--- src/rtl/mem_arb_pkg.sv ---
// Shared types and sizes for the two-port (optionally three-port) RAM arbiter.
// Optional debug port is enabled with the MEM_ARB_DBG_EN macro.
package mem_arb_pkg;

    localparam int unsigned ADDR_W       = 8;
    localparam int unsigned DATA_W       = 16;
    localparam int unsigned STARVE_LIMIT = 3;
    localparam int unsigned STARVE_W     = 2;

    // Command presented to the single-port RAM
    typedef enum logic [1:0] {
        NONE  = 2'b00,
        READ  = 2'b01,
        WRITE = 2'b10
    } mem_cmd_e;

    // Arbiter sequencing state
    typedef enum logic [1:0] {
        IDLE  = 2'b00,
        ISSUE = 2'b01,
        RESP  = 2'b10
    } arb_state_e;

    // Requester identity of the captured winner
    typedef enum logic [1:0] {
        REQ_IF  = 2'b00,
        REQ_LS  = 2'b01,
        REQ_DBG = 2'b10
    } req_id_e;

    // Transfer captured at arbitration and replayed to the RAM in ISSUE
    typedef struct packed {
        req_id_e             id;
        logic                we;
        logic [ADDR_W-1:0]   addr;
        logic [DATA_W-1:0]   wdata;
    } xfer_t;

endpackage

--- src/rtl/mem_arb_pick.sv ---
// Combinational winner selection: debug (optional) > fetch-when-starved > load/store > fetch.
// Debug requester exists only when MEM_ARB_DBG_EN is defined.
module mem_arb_pick
    import mem_arb_pkg::*;
(
    input  logic    if_req_i,
    input  logic    ls_req_i,
`ifdef MEM_ARB_DBG_EN
    input  logic    dbg_req_i,
`endif
    input  logic    starve_hit_i,
    output logic    win_valid_c_o,
    output req_id_e win_id_c_o
);

    // Fixed priority with the starvation override for fetch
    always_comb begin
        win_valid_c_o = 1'b0;
        win_id_c_o    = REQ_IF;
`ifdef MEM_ARB_DBG_EN
        if (dbg_req_i) begin
            win_valid_c_o = 1'b1;
            win_id_c_o    = REQ_DBG;
        end else
`endif
        if (if_req_i && starve_hit_i) begin
            win_valid_c_o = 1'b1;
            win_id_c_o    = REQ_IF;
        end else if (ls_req_i) begin
            win_valid_c_o = 1'b1;
            win_id_c_o    = REQ_LS;
        end else if (if_req_i) begin
            win_valid_c_o = 1'b1;
            win_id_c_o    = REQ_IF;
        end
    end

endmodule

--- src/rtl/mem_arbiter.sv ---
// Shares one 256x16 synchronous RAM between fetch and load/store requesters.
// IDLE -> ISSUE -> (RESP for reads) with back-to-back re-arbitration.
// Defining MEM_ARB_DBG_EN adds a highest-priority debug port.
module mem_arbiter
    import mem_arb_pkg::*;
(
    input  logic              clk,
    input  logic              reset,
    input  logic              if_req,
    input  logic [ADDR_W-1:0] if_addr,
    output logic              if_gnt,
    output logic              if_rvalid,
    output logic [DATA_W-1:0] if_rdata,
    input  logic              ls_req,
    input  logic              ls_we,
    input  logic [ADDR_W-1:0] ls_addr,
    input  logic [DATA_W-1:0] ls_wdata,
    output logic              ls_gnt,
    output logic              ls_rvalid,
    output logic [DATA_W-1:0] ls_rdata,
    output logic [1:0]        mem_cmd,
    output logic [ADDR_W-1:0] mem_addr,
    output logic [DATA_W-1:0] mem_wdata,
    input  logic [DATA_W-1:0] mem_rdata,
`ifdef MEM_ARB_DBG_EN
    input  logic              dbg_req,
    input  logic              dbg_we,
    input  logic [ADDR_W-1:0] dbg_addr,
    input  logic [DATA_W-1:0] dbg_wdata,
    output logic              dbg_gnt,
    output logic              dbg_rvalid,
    output logic [DATA_W-1:0] dbg_rdata,
`endif
    output logic              busy
);

    arb_state_e            state_q, state_d;
    xfer_t                 xfer_q, xfer_d;
    logic [STARVE_W-1:0]   starve_q, starve_d;

    logic    win_valid_c;
    req_id_e win_id_c;
    xfer_t   cand_c;
    logic    arb_pt_c;
    logic    starve_hit_c;

    assign starve_hit_c = (starve_q == STARVE_W'(STARVE_LIMIT));

    mem_arb_pick u_pick (
        .if_req_i      (if_req),
        .ls_req_i      (ls_req),
`ifdef MEM_ARB_DBG_EN
        .dbg_req_i     (dbg_req),
`endif
        .starve_hit_i  (starve_hit_c),
        .win_valid_c_o (win_valid_c),
        .win_id_c_o    (win_id_c)
    );

    // Candidate transfer taken from whichever requester the picker selected
    always_comb begin
        cand_c    = '0;
        cand_c.id = win_id_c;
        case (win_id_c)
            REQ_LS: begin
                cand_c.we    = ls_we;
                cand_c.addr  = ls_addr;
                cand_c.wdata = ls_wdata;
            end
`ifdef MEM_ARB_DBG_EN
            REQ_DBG: begin
                cand_c.we    = dbg_we;
                cand_c.addr  = dbg_addr;
                cand_c.wdata = dbg_wdata;
            end
`endif
            default: begin
                cand_c.we   = 1'b0;
                cand_c.addr = if_addr;
            end
        endcase
    end

    // Next state: arbitrate at the end of IDLE, a write ISSUE, or RESP
    always_comb begin
        state_d  = state_q;
        xfer_d   = xfer_q;
        starve_d = starve_q;
        arb_pt_c = 1'b0;
        case (state_q)
            IDLE:  arb_pt_c = 1'b1;
            ISSUE: begin
                if (xfer_q.we) arb_pt_c = 1'b1;
                else           state_d  = RESP;
            end
            RESP:  arb_pt_c = 1'b1;
            default: state_d = IDLE;
        endcase
        if (arb_pt_c) begin
            if (win_valid_c) begin
                state_d = ISSUE;
                xfer_d  = cand_c;
            end else begin
                state_d = IDLE;
            end
            // Count only arbitrations that leave a pending fetch waiting
            if (!if_req || (win_valid_c && (win_id_c == REQ_IF))) begin
                starve_d = '0;
            end else if (!starve_hit_c) begin
                starve_d = starve_q + STARVE_W'(1);
            end
        end
    end

    // State, captured transfer and starvation counter
    always_ff @(posedge clk) begin
        if (reset) begin
            state_q  <= IDLE;
            xfer_q   <= '0;
            starve_q <= '0;
        end else begin
            state_q  <= state_d;
            xfer_q   <= xfer_d;
            starve_q <= starve_d;
        end
    end

    // Outputs decoded from the state register; read data passes through in RESP only
    always_comb begin
        busy      = (state_q != IDLE);
        mem_cmd   = NONE;
        mem_addr  = '0;
        mem_wdata = '0;
        if_gnt    = 1'b0;
        ls_gnt    = 1'b0;
        if_rvalid = 1'b0;
        ls_rvalid = 1'b0;
        if_rdata  = '0;
        ls_rdata  = '0;
`ifdef MEM_ARB_DBG_EN
        dbg_gnt    = 1'b0;
        dbg_rvalid = 1'b0;
        dbg_rdata  = '0;
`endif
        if (state_q == ISSUE) begin
            mem_cmd   = xfer_q.we ? WRITE : READ;
            mem_addr  = xfer_q.addr;
            mem_wdata = xfer_q.wdata;
            if_gnt    = (xfer_q.id == REQ_IF);
            ls_gnt    = (xfer_q.id == REQ_LS);
`ifdef MEM_ARB_DBG_EN
            dbg_gnt   = (xfer_q.id == REQ_DBG);
`endif
        end
        if (state_q == RESP) begin
            if_rvalid = (xfer_q.id == REQ_IF);
            ls_rvalid = (xfer_q.id == REQ_LS);
            if (if_rvalid) if_rdata = mem_rdata;
            if (ls_rvalid) ls_rdata = mem_rdata;
`ifdef MEM_ARB_DBG_EN
            dbg_rvalid = (xfer_q.id == REQ_DBG);
            if (dbg_rvalid) dbg_rdata = mem_rdata;
`endif
        end
    end

endmodule

--- config.mk ---
export PLATFORM = sky130hd
export DESIGN_NAME = mem_arbiter
export DESIGN_NICKNAME = d
export VERILOG_FILES = /design/src/rtl/mem_arb_pkg.sv /design/src/rtl/mem_arb_pick.sv /design/src/rtl/mem_arbiter.sv
export SDC_FILE = /design/constraint.sdc
export NUM_CORES = 1
export LEC_CHECK = 0
export CAP_MARGIN = 20
export CORE_MARGIN = 4
export CORE_UTILIZATION = 33
export DETAILED_ROUTE_END_ITERATION = 8
export GPL_ROUTABILITY_DRIVEN = 0
export MAX_ROUTING_LAYER = met4
export PLACE_DENSITY = 0.78
export SLEW_MARGIN = 10
export SYNTH_ARGS = -nofsm -noshare
export SYNTH_HDL_FRONTEND = slang
export SYNTH_HIERARCHICAL = 1
export SYNTH_SLANG_ARGS = --single-unit
--- constraint.sdc ---
create_clock -name clk -period 1.6 [get_ports clk]
set_clock_uncertainty 0.15 [all_clocks]
set_input_delay 0.32 -clock clk [delete_from_list [all_inputs] [get_ports clk]]
set_output_delay 0.32 -clock clk [all_outputs]
set_load 0.01 [all_outputs]
# [After elaboration in Yosys (flattened, before gate mapping)]
# Cells that the tools add are included.
[totals] output_inout_bits=63 input_bits=53 reg_bits=31 wordCells=54
[op_classes] mux=27 add_sub_neg=1 n_eq_ne=8 reduce_logical=12
[ops] op="$mux 16" n=6
[ops] op="$mux 2" n=7
[ops] op="$mux 1" n=10
[ops] op="$mux 9" n=1
[ops] op="$mux 8" n=1
[ops] op="$eq 2x1->1 const B" n=3
[ops] op="$logic_not 2->1" n=3
[ops] op="$reduce_and 2->1" n=3
[ops] op="$eq 2x2->1 const B" n=2
[ops] op="$pmux 2 s2" n=1
[ops] op="$ne 3x3->1 const B" n=1
[ops] op="$add 2x1->2 const B" n=1
[ops] op="$logic_and 1x1->1" n=2
[ops] op="$ne 2x1->1 const B" n=1
[ops] op="$ne 2x2->1 const B" n=1
[ops] op="$pmux 1 s2" n=1
[ops] op="$reduce_bool 2->1" n=1
[ops] op="$reduce_or 2->1" n=1
[ops] op="$logic_not 1->1" n=1
[ops] op="$logic_or 1x1->1" n=1

# [Logic depth before layout (Yosys ltp)]
# Gate-level depths: netlist (run 1).
[depth] depth_word=8 mapped_depth=7 mapped_depth_nobuf=6

# [Modules after synthesis]
# The synthesis (run 1) kept the hierarchy.
[modules_own_cells] mod="mem_arbiter" area_each_um2=1735.4 instances=1 cells_per_inst=206
[modules_own_cells] mod="mem_arb_pick" area_each_um2=25.0 instances=1 cells_per_inst=4

# [Worst setup path after synthesis (run 1)]
# No wires, ideal clock.
[synth_path] path_type="flip-flop to flip-flop" from="register starve_q[0]" to="register xfer_q[2] (netlist name)" stages_incl_launch_ff=8 required_time_ns=1.379 setup_time_ns=0.071 slack_ns=-0.150 arrival_time_ns=1.529 path_cell_list="dfxtp_1 ha_1 a21boi_0 nor2b_1 buf_4 clkbuf_1 nand3_1 a21oi_1"
[synth_lines] item="start: declaration" line="mem_arbiter.sv:39" rtl="logic [STARVE_W-1:0] starve_q, starve_d;"
[synth_lines] item="start signal: assignment" line="mem_arbiter.sv:124" rtl="starve_q <= starve_d;"
[synth_lines] item="end signal: assignment" line="mem_arbiter.sv:123" rtl="xfer_q <= xfer_d;"
[synth_lines] item="end: declaration" line="mem_arbiter.sv:38" rtl="xfer_t xfer_q, xfer_d;"

# [Worst setup path after layout (run 1)]
[layout_path] from="register xfer_q[26] (netlist name)" to="output if_rdata[13]"
[layout_via] elab_chain_len=3
[layout_lines] item="$logic_not 2->1" line="mem_arbiter.sv:156" rtl="if_rvalid = (xfer_q.id == REQ_IF);"
[layout_lines] item="$mux 16" line="mem_arbiter.sv:158" rtl="if (if_rvalid) if_rdata = mem_rdata;"
[layout_lines] item="$mux 16" line="mem_arbiter.sv:155" rtl="if (state_q == RESP) begin"
[layout_lines] item="end: declaration" line="mem_arbiter.sv:13" rtl="output logic [DATA_W-1:0] if_rdata,"
# No other way between the ends.

==> results.ini, run 1 <==
[sta]
worst_hold_slack_ns=0.3115
fmax_mhz=469.1
fin_crit_ns=2.132
hold_violations=0
setup_viol=91
final-max-slew-violation-count=0
rsz0062_at_grt=yes
timing.final.crit_share=1.332
timing.final.ws_setup_ns=-0.5319

[yosys]
synth-main-ff-cell=dfxtp_1
synthDistinctLibCells=29
synth_top_family_by_area=simple AND/OR/NAND/NOR gates
synth-edff-count=0
yosys.area.top_type_share=0.3525
synth-seq-cells=31
ys_warn_count=6
synthesis.nets=264
post-synth-top-area-cell=dfxtp_1
synthCells=210
synth_xor_area_frac=0
syn_area_sq_mm=0.001760
synth_mux_area_frac=0.05686
synthTopCellsByArea=dfxtp_1, and2_1, nand2b_1
synth-async-reset-ratio=0
synth-seq-area-share=0.3525
avgSynthCellArea_sq_um=8.383
synth-adder-area-share=0.007107
synth-simple-area-share=0.4122
synth_compound_area_frac=0.1116

[cells_and_area]
antenna_cells=0
layout_common_cells=buf_6, clkdlybuf4s50_1, and2_1, buf_2, buf_4
multiInputGateArea_sq_mm=0.001333
layout-drive-gt1-share=0.5366
syn2layout_area_growth_pct=124.9
nets=436
final_common_cell=buf_6
final_core_utilization=0.7702
fillCellCount=340
regArea_sq_um=638.1

[cts]
insertion_delay_ns=0.28
clk_pin_slew_worst_paths_ns=0.06
cts_hold_buf=0
h-tree-depth=2
root_buffer=clkbuf_8
clk_path_buf_depth=2
cts_tree=done
clock_sinks=31
cts_buffers=5

[place]
place_ws_ns=-0.4157
dp_hpwl_um=4107
io_buffers=115

[detailed_routing]
routed_wl_um=8153
drt_first_pass_iters=4
drt_iter0_markers=85
ant_nets=0
drc=0
highest_layer=met4
wl_met3_um=811
vias_per_cell=4.931
wl_per_cell_um=18.04
dr_total_vias=2229
wirelength_met1_um=2905
wl_met2_um=4245

[setup_path]
crit_path_end_kind=primary output
cp.arrival_ns=1.66
cp-start-kind=flip-flop
reg2reg_slack_ns=-0.18
r2r-end=xfer_q[25]
startpoint=xfer_q[26]
critPathRequiredTime_ns=1.13
r2r-start=state_q[0]
endpoint=if_rdata[13]
reg2reg_depth=9
crit_type=flip-flop to primary output
path_max_fanout=5

[grt]
grt_first_pass_wirelength_um=10520
grt_max_degree=32
groute.usage.overall=0.2156
grt_pass1_vias=2073
grt_remaining_overflow=0
grt_antenna_before_repair=0

[floorplan]
floorplan.initialDensity=0.3425
die_area_sq_mm=0.006567
die_y_um=81.04
rows=26
design.core.area_sq_mm=0.005140
die_x_um=81.04
io_pins=116

[run]
drv_cap=0

[run_status]
violations=setup timing
outcome=finished with violations

[power_and_ir_drop]
power.density_mw_per_mm2=583.6
power.static_leakage_nw=1.812
ir_worst_vdd_v=0.0004380

[hold_path]
hp-class=flip-flop to flip-flop

## state kept, by name, indices dropped and copies added, names as in the netlist
name,cells
xfer_q,27
starve_q,2
state_q,2
## power by group
| group | internal, W | leakage, nW | switching [W] |
|---|---|---|---|
| clock | 0.000337 | 0.0470 | 0.000274 |
| sequential | 0.000815 | 0.257 | 0.0000354 |
| combinational | 0.000536 | 1.51 | 0.000312 |
| total | 0.00169 | 1.81 | 0.000622 |
## per-layer routing
metal	global-route usage	vias to the layer above
met5	-	-
met1	0.2214	1046
met2	0.3900	108
li1	-	1058
met3	0.07428	17
met4	0.05743	0
## layout make-up
type / instances / share of cell area
repair buffers: 180 / 0.4580
clock inverters: 1 / 0.001264
multi-input cells: 164 / 0.3366
clock buffers: 6 / 0.02086
flip-flops and latches: 31 / 0.1612
well taps: 70 / 0.02212
## what timing repair did
action / in CTS / in global routing
pin swaps: 49 / 13
gates cloned: 13 / 0
resized for setup: 326 / 65
setup buffers: 24 / 15
endpoints found under the setup margin: 88 / 93
## cells by family after synthesis
kind of cell               after synthesis
other                                    1
adders and majority gates                1
muxes                                   10
DFF                                     31
AOI/OAI and AO/OA                       31
buffers and inverters                   17
and+or+nand+nor                        119
## worst max-delay path, cell delays in order (launching register included)
cell     delay (ns)
dfxtp_4        0.36
nor4b_4        0.39
buf_4          0.21
buf_6          0.10
buf_6          0.09
and2_4         0.13
buf_6          0.10
## per-stage QoR
step / instance area [sq um] / power (W) / instances / TNS, ns
floorplan: 1782 / 0.001083 / 210 / 0
global placement: 3092 / 0.001354 / 397 / -31.36
detailed placement: 3092 / 0.001363 / 397 / -32.50
CTS: 3603 / 0.002203 / 441 / -20.32
global route: 3959 / 0.002406 / 452 / -29.93
finish: 3959 / 0.002310 / 452 / -25.32
## worst min-delay path by stage
stage / from / end / cells past startpoint
detailed placement: xfer_q[13] / xfer_q[13] / 2
floorplan: reset / state_q[0] / 1
global route: xfer_q[13] / xfer_q[13] / 2
finish: xfer_q[10] / xfer_q[10] / 2
global placement: xfer_q[1] / xfer_q[1] / 2
CTS: xfer_q[13] / xfer_q[13] / 2
## cell usage after synthesis, types with 2 or more instances
library cell and number:
a211oi_1 8, a21oi_1 20, and2_1 57, buf_2 3, buf_4 5, buf_6 2
clkbuf_1 7, dfxtp_1 31, mux2i_1 10, nand2_1 2, nand2b_1 18, nand3_1 17
nor2_1 11, nor2b_1 3, nor3_1 2
Power figures use the tool's default switching activity.
==> inputs of run 2 (changes only) <==
==> constraint.sdc (replaced) <==
create_clock -name clk -period 1.6 [get_ports clk]
set_clock_uncertainty 0.15 [all_clocks]
set_input_delay 0.4 -clock clk [delete_from_list [all_inputs] [get_ports clk]]
set_output_delay 0.4 -clock clk [all_outputs]
set_load 0.01 [all_outputs]
==> run 2 against run 1 <==
Against the previous run: the run still ends with setup timing left; global-route usage rose by 4.5 points; design area up 13%; critical path depth is the same; hold slack improved by 0.027 ns; maximum frequency shrank 2.9%; sequential power rose by 2%; critical path type unchanged; highest routed layer unchanged.
==> results.ini, run 2 (synthesis gave the netlist of run 1 again) <==
[cts]
h-tree-depth=2  ; unchanged
clk_path_buf_depth=2  ; unchanged
insertion_delay_ns=0.29  ; was 0.28 ns
cts_tree=done  ; unchanged
cts_hold_buf=0  ; unchanged
clock_sinks=31  ; unchanged
root_buffer=clkbuf_8  ; unchanged
cts_buffers=5  ; unchanged
clk_pin_slew_worst_paths_ns=0.07  ; was 0.06 ns

[detailed_routing]
vias_per_cell=5.274  ; was 4.931
drt_iter0_markers=130  ; was 85
drc=0  ; unchanged
drt_first_pass_iters=4  ; unchanged
wl_met3_um=844  ; was 811 um
ant_nets=0  ; unchanged
wirelength_met1_um=3577  ; was 2905 um
routed_wl_um=10140  ; was 8153 um
dr_total_vias=2368  ; was 2229
wl_per_cell_um=22.58  ; was 18.04 um
highest_layer=met4  ; unchanged
wl_met2_um=5216  ; was 4245 um

[cells_and_area]
antenna_cells=0  ; unchanged
syn2layout_area_growth_pct=153.3  ; was 124.9%
reg_top3=xfer_q: 27 flops, starve_q: 2 flops, state_q: 2 flops  ; unchanged
layout_common_cells=buf_6, and2_4, clkdlybuf4s50_1, dfxtp_1, nand2b_4  ; was buf_6, clkdlybuf4s50_1, and2_1, buf_2, buf_4
largest_reg_flops=27  ; unchanged
fillCellCount=210  ; was 340
top_register=xfer_q  ; unchanged
fin_area_sq_mm=0.004459  ; was 0.003959 sq mm
nets=432  ; was 436
layout-drive-gt1-share=0.7098  ; was 0.5366
final_common_cell=buf_6  ; unchanged

[grt]
grt_first_pass_wirelength_um=12450  ; was 10520 um
grt_remaining_overflow=0  ; unchanged
grt_max_degree=32  ; unchanged
grt_antenna_before_repair=0  ; unchanged
groute.usage.overall=0.2607  ; was 0.2156
grt_pass1_vias=2393  ; was 2073

[power_and_ir_drop]
p_int_w=0.001815  ; was 0.001688 W
p_sw_w=0.0007428  ; was 0.0006220 W
power.density_mw_per_mm2=573.5  ; was 583.6 mW/mm^2
pwr-share-clk=0.277  ; was 0.264
combinationalPowerShare=0.384  ; was 0.367
ir_worst_vdd_v=0.0005529  ; was 0.0004380 V
p_total_w=0.002558  ; was 0.002310 W
switching_share=0.2904  ; was 0.2692
p_seq_frac=0.339  ; was 0.368
power.static_leakage_nw=1.926  ; was 1.812 nW

[setup_path]
r2r-start=state_q[1]  ; was state_q[0]
cp_top_family=simple AND/OR/NAND/NOR gates  ; unchanged
reg2reg_slack_ns=-0.51  ; was -0.18 ns
cpPeakStageDelay_ns=0.37  ; was 0.39 ns
crit_type=flip-flop to primary output  ; unchanged
critPathRequiredTime_ns=1.05  ; was 1.13 ns
startpoint=xfer_q[25]  ; was xfer_q[26]
crit_path_end_kind=primary output  ; unchanged
cp_num_buf_inv=4  ; unchanged
slowest_stage=dfxtp_4  ; was nor4b_4
cp.arrival_ns=1.64  ; was 1.66 ns
path_cells=nor4b_4, buf_4, buf_6, buf_6, and2_4, buf_6  ; unchanged
cpMostUsedCell=buf_6  ; unchanged
path_max_fanout=4  ; was 5
cp-start-kind=flip-flop  ; unchanged

[sta]
setup_viol=94  ; was 91
timing.final.ws_setup_ns=-0.5946  ; was -0.5319 ns
hold_violations=0  ; unchanged
fmax_mhz=455.7  ; was 469.1 MHz
fin_crit_ns=2.195  ; was 2.132 ns
timing.final.crit_share=1.372  ; was 1.332
rsz0062_at_grt=yes  ; unchanged
final-max-slew-violation-count=0  ; unchanged

[floorplan]
io_pins=116  ; unchanged
die_y_um=81.04  ; unchanged
design.core.area_sq_mm=0.005140  ; unchanged
die_area_sq_mm=0.006567  ; unchanged
die_x_um=81.04  ; unchanged
rows=26  ; unchanged
floorplan.initialDensity=0.3425  ; unchanged

[place]
place_area_sq_mm=0.003147  ; was 0.003092 sq mm
io_buffers=115  ; unchanged
dp_hpwl_um=4205  ; was 4107 um

[run]
drv_cap=0  ; unchanged

[hold_path]
hp-class=flip-flop to flip-flop  ; unchanged
worstHoldStart=xfer_q[3]  ; was xfer_q[10]

[run_status]
outcome=finished with violations  ; unchanged
violations=setup timing  ; unchanged

==> run 2: changes by cell type in the layout (fill, tap and decap cells not counted), sizes merged <==
cell	delta
clkbuf	+3
and4bb	-2
buf	-2
bufbuf	-1
clkinv	-1
==> run 2: what timing repair did <==
item | CTS | global route
cloned | 12 | 1
setup endpoints to repair | 92 | 93
gates resized for setup | 387 | 116
buffers inserted | 30 | 9
pin swaps | 48 | 33
==> run 2: worst paths after layout <==
kind / end / cells past startpoint
min: xfer_q[3] / 2
max: if_rdata[7] / 6
max reg2reg: xfer_q[25] / 10
min reg2reg: xfer_q[3] / 2
==> run 2: layer usage <==
layer,vias to the layer above,GRT usage
met3,41,0.07317
met2,142,0.4926
li1,1045,-
met4,0,0.1098
met1,1140,0.2446
met5,-,-
==> run 2: layout make-up <==
class                           count  area (sq um)  share of cell area
Sequential cell                    31         635.6              0.1425
Clock buffer                        8         100.1             0.02245
Timing Repair Buffer              178          2056              0.4610
Tap cell                           70         87.58             0.01964
Multi-Input combinational cell    162          1580              0.3544
==> run 2: power by group through the flow <==
stage | sequential [W] | combinational (W) | clock [W]
6_report | 0.000868 | 0.000983 | 0.000707
5_1_grt | 0.000870 | 0.00102 | 0.000758
4_1_cts | 0.000851 | 0.000865 | 0.000685
3_5_place_dp | 0.000857 | 0.000519 | 0
3_3_place_gp | 0.000855 | 0.000511 | 0
2_1_floorplan | 0.000852 | 0.000237 | 0
==> run 2: through the flow <==
stage | worst slack, ns | instances | setup TNS (ns) | utilization | hold slack (ns)
2_1_floorplan | -0.03047 | 210 | -0.2742 | - | 0.2881
3_3_place_gp | -0.5060 | 398 | -38.93 | 0.6122 | 0.2964
3_5_place_dp | -0.5276 | 398 | -40.39 | 0.6122 | 0.3060
4_1_cts | -0.4932 | 448 | -29.60 | 0.7782 | 0.3161
5_1_grt | -0.6523 | 449 | -42.99 | 0.8676 | 0.3505
6_report | -0.5946 | 449 | -38.49 | 0.8676 | 0.3388
==> run 2: tightest hold or removal path, cell delays in order (launching register included) <==
cell	delay, ns
dfxtp_1	0.34
nand2b_4	0.07
a21oi_2	0.04
==> inputs of run 3 (changes only) <==
--- a/config.mk
+++ b/config.mk
@@ -11,7 +11,7 @@
 export DETAILED_ROUTE_END_ITERATION = 8
 export GPL_ROUTABILITY_DRIVEN = 0
 export MAX_ROUTING_LAYER = met4
-export PLACE_DENSITY = 0.78
+export PLACE_DENSITY = 0.89
 export SLEW_MARGIN = 10
 export SYNTH_ARGS = -nofsm -noshare
 export SYNTH_HDL_FRONTEND = slang
==> run 3 against run 2 <==
Against the previous run: the run still ends with setup timing left; total power is 3.7% higher; register-to-register slack better by 0.36 ns; clock-buffer cell count is 2 lower; largest power group unchanged; highest routed layer unchanged.
==> results.ini, run 3 (synthesis gave the netlist of run 1 again) <==
[detailed_routing]
routed_wl_um=9419  ; was 10140 um
wl_per_cell_um=21.17  ; was 22.58 um
vias_per_cell=5.162  ; was 5.274
highest_layer=met4  ; unchanged
ant_nets=0  ; unchanged
drc=0  ; unchanged
wl_met2_um=5035  ; was 5216 um
wirelength_met1_um=3409  ; was 3577 um
wl_met3_um=695  ; was 844 um
drt_iter0_markers=82  ; was 130
dr_total_vias=2297  ; was 2368
drt_first_pass_iters=4  ; unchanged

[run_status]
outcome=finished with violations  ; unchanged
violations=setup timing  ; unchanged

[cells_and_area]
final_common_cell=buf_6  ; unchanged
syn2layout_area_growth_pct=153.1  ; was 153.3%
final_core_utilization=0.8668  ; was 0.8676
fillCellCount=232  ; was 210
antenna_cells=0  ; unchanged
layout-drive-gt1-share=0.7280  ; was 0.7098
reg_top3=xfer_q: 27 flops, starve_q: 2 flops, state_q: 2 flops  ; unchanged
nets=428  ; was 432
layout_common_cells=buf_6, and2_4, clkdlybuf4s50_1, dfxtp_1, a21oi_2  ; was buf_6, and2_4, clkdlybuf4s50_1, dfxtp_1, nand2b_4
largest_reg_flops=27  ; unchanged
top_register=xfer_q  ; unchanged

[sta]
worst_hold_slack_ns=0.3275  ; was 0.3388 ns
rsz0062_at_grt=yes  ; unchanged
timing.final.crit_share=1.345  ; was 1.372
setup_viol=91  ; was 94
fin_crit_ns=2.152  ; was 2.195 ns
hold_violations=0  ; unchanged
final-max-slew-violation-count=0  ; unchanged
timing.final.ws_setup_ns=-0.5522  ; was -0.5946 ns
fmax_mhz=464.7  ; was 455.7 MHz

[floorplan]
die_x_um=81.04  ; unchanged
die_area_sq_mm=0.006567  ; unchanged
design.core.area_sq_mm=0.005140  ; unchanged
die_y_um=81.04  ; unchanged
floorplan.initialDensity=0.3425  ; unchanged
rows=26  ; unchanged
io_pins=116  ; unchanged

[setup_path]
crit_path_end_kind=primary output  ; unchanged
path_max_fanout=4  ; unchanged
cp.arrival_ns=1.60  ; was 1.64 ns
critPathRequiredTime_ns=1.05  ; about the same
cp-start-kind=flip-flop  ; unchanged
crit_type=flip-flop to primary output  ; unchanged

[place]
dp_hpwl_um=4069  ; was 4205 um
io_buffers=115  ; unchanged

[cts]
clock_sinks=31  ; unchanged
root_buffer=clkbuf_8  ; unchanged
cts_tree=done  ; unchanged
clk_pin_slew_worst_paths_ns=0.07  ; about the same
cts_hold_buf=0  ; unchanged
insertion_delay_ns=0.28  ; was 0.29 ns
cts_buffers=5  ; unchanged
clk_path_buf_depth=2  ; unchanged
h-tree-depth=2  ; unchanged

[grt]
groute.usage.overall=0.2248  ; was 0.2607
grt_first_pass_wirelength_um=11030  ; was 12450 um
grt_remaining_overflow=0  ; unchanged
grt_max_degree=32  ; unchanged
grt_pass1_vias=2310  ; was 2393
grt_antenna_before_repair=0  ; unchanged

[power_and_ir_drop]
ir_worst_vdd_v=0.0006061  ; was 0.0005529 V
power.static_leakage_nw=1.887  ; was 1.926 nW
power.density_mw_per_mm2=595.4  ; was 573.5 mW/mm^2

[run]
drv_cap=0  ; unchanged

[hold_path]
hp-class=flip-flop to flip-flop  ; unchanged

-- run 3: cell count changes in the layout (fill, tap and decap cells not counted), sizes merged --
cell	before	now
clkinv	0	1
bufinv	0	1
clkbuf	9	8
buf	125	122
dlygate4sd2	2	0
-- run 3: per-layer routing --
metal,GRT usage,vias up
met5,-,-
met4,0.04730,0
met3,0.06652,21
met2,0.4220,110
met1,0.2299,1132
li1,-,1034
-- run 3: layout make-up --
cell class	instances	area [sq um]	share of cell area
clock buffers	6	82.58	0.01853
clock inverters	2	35.03	0.007863
multi-input cells	162	1640	0.3682
flip-flops and latches	31	634.4	0.1424
well taps	70	87.58	0.01966
repair buffers	174	1976	0.4434
-- run 3: metrics by stage --
stage               instances  TNS [ns]  setup slack, ns  instance area, sq um  power [W]
global route              445    -28.03          -0.6183                  4456   0.002729
detailed placement        397    -41.01          -0.5052                  3152   0.001378
CTS                       443    -23.99          -0.5484                  4021   0.002503
floorplan                 210   -0.2742         -0.03047                  1817   0.001089
finish                    445    -24.03          -0.5522                  4456   0.002653
global placement          397    -39.22          -0.4929                  3152   0.001364
-- run 3: worst max-delay path, stage by stage (launching register included) --
cell and delay, ns:
dfxtp_2 0.35, nor4b_4 0.35, buf_2 0.22, buf_6 0.11, buf_6 0.08, and2_4 0.12, buf_6 0.09
-- run 3: path summary, 6_finish.rpt --
check / startpoint / end / slack, ns / cells past startpoint
max: xfer_q[26] / if_rdata[6] / -0.55 / 6
min: xfer_q[15] / xfer_q[15] / 0.33 / 2
max reg2reg: state_q[1] / xfer_q[7] / -0.15 / 9
min reg2reg: xfer_q[15] / xfer_q[15] / 0.33 / 2
-- run 3: power breakdown --
part           total, W  switching (W)  leakage, nW  internal [W]
logic          0.000961       0.000377         1.57      0.000584
clock network  0.000825       0.000321       0.0612      0.000504
registers      0.000868      0.0000511        0.257      0.000816
total           0.00265       0.000748         1.89       0.00190
-- run 3: what timing repair did --
action	in CTS	in global routing
gates cloned	10	1
resized for setup	388	115
hold endpoints to repair	0	0
setup endpoints to repair	93	93
setup buffers	29	10
pin swaps	66	39
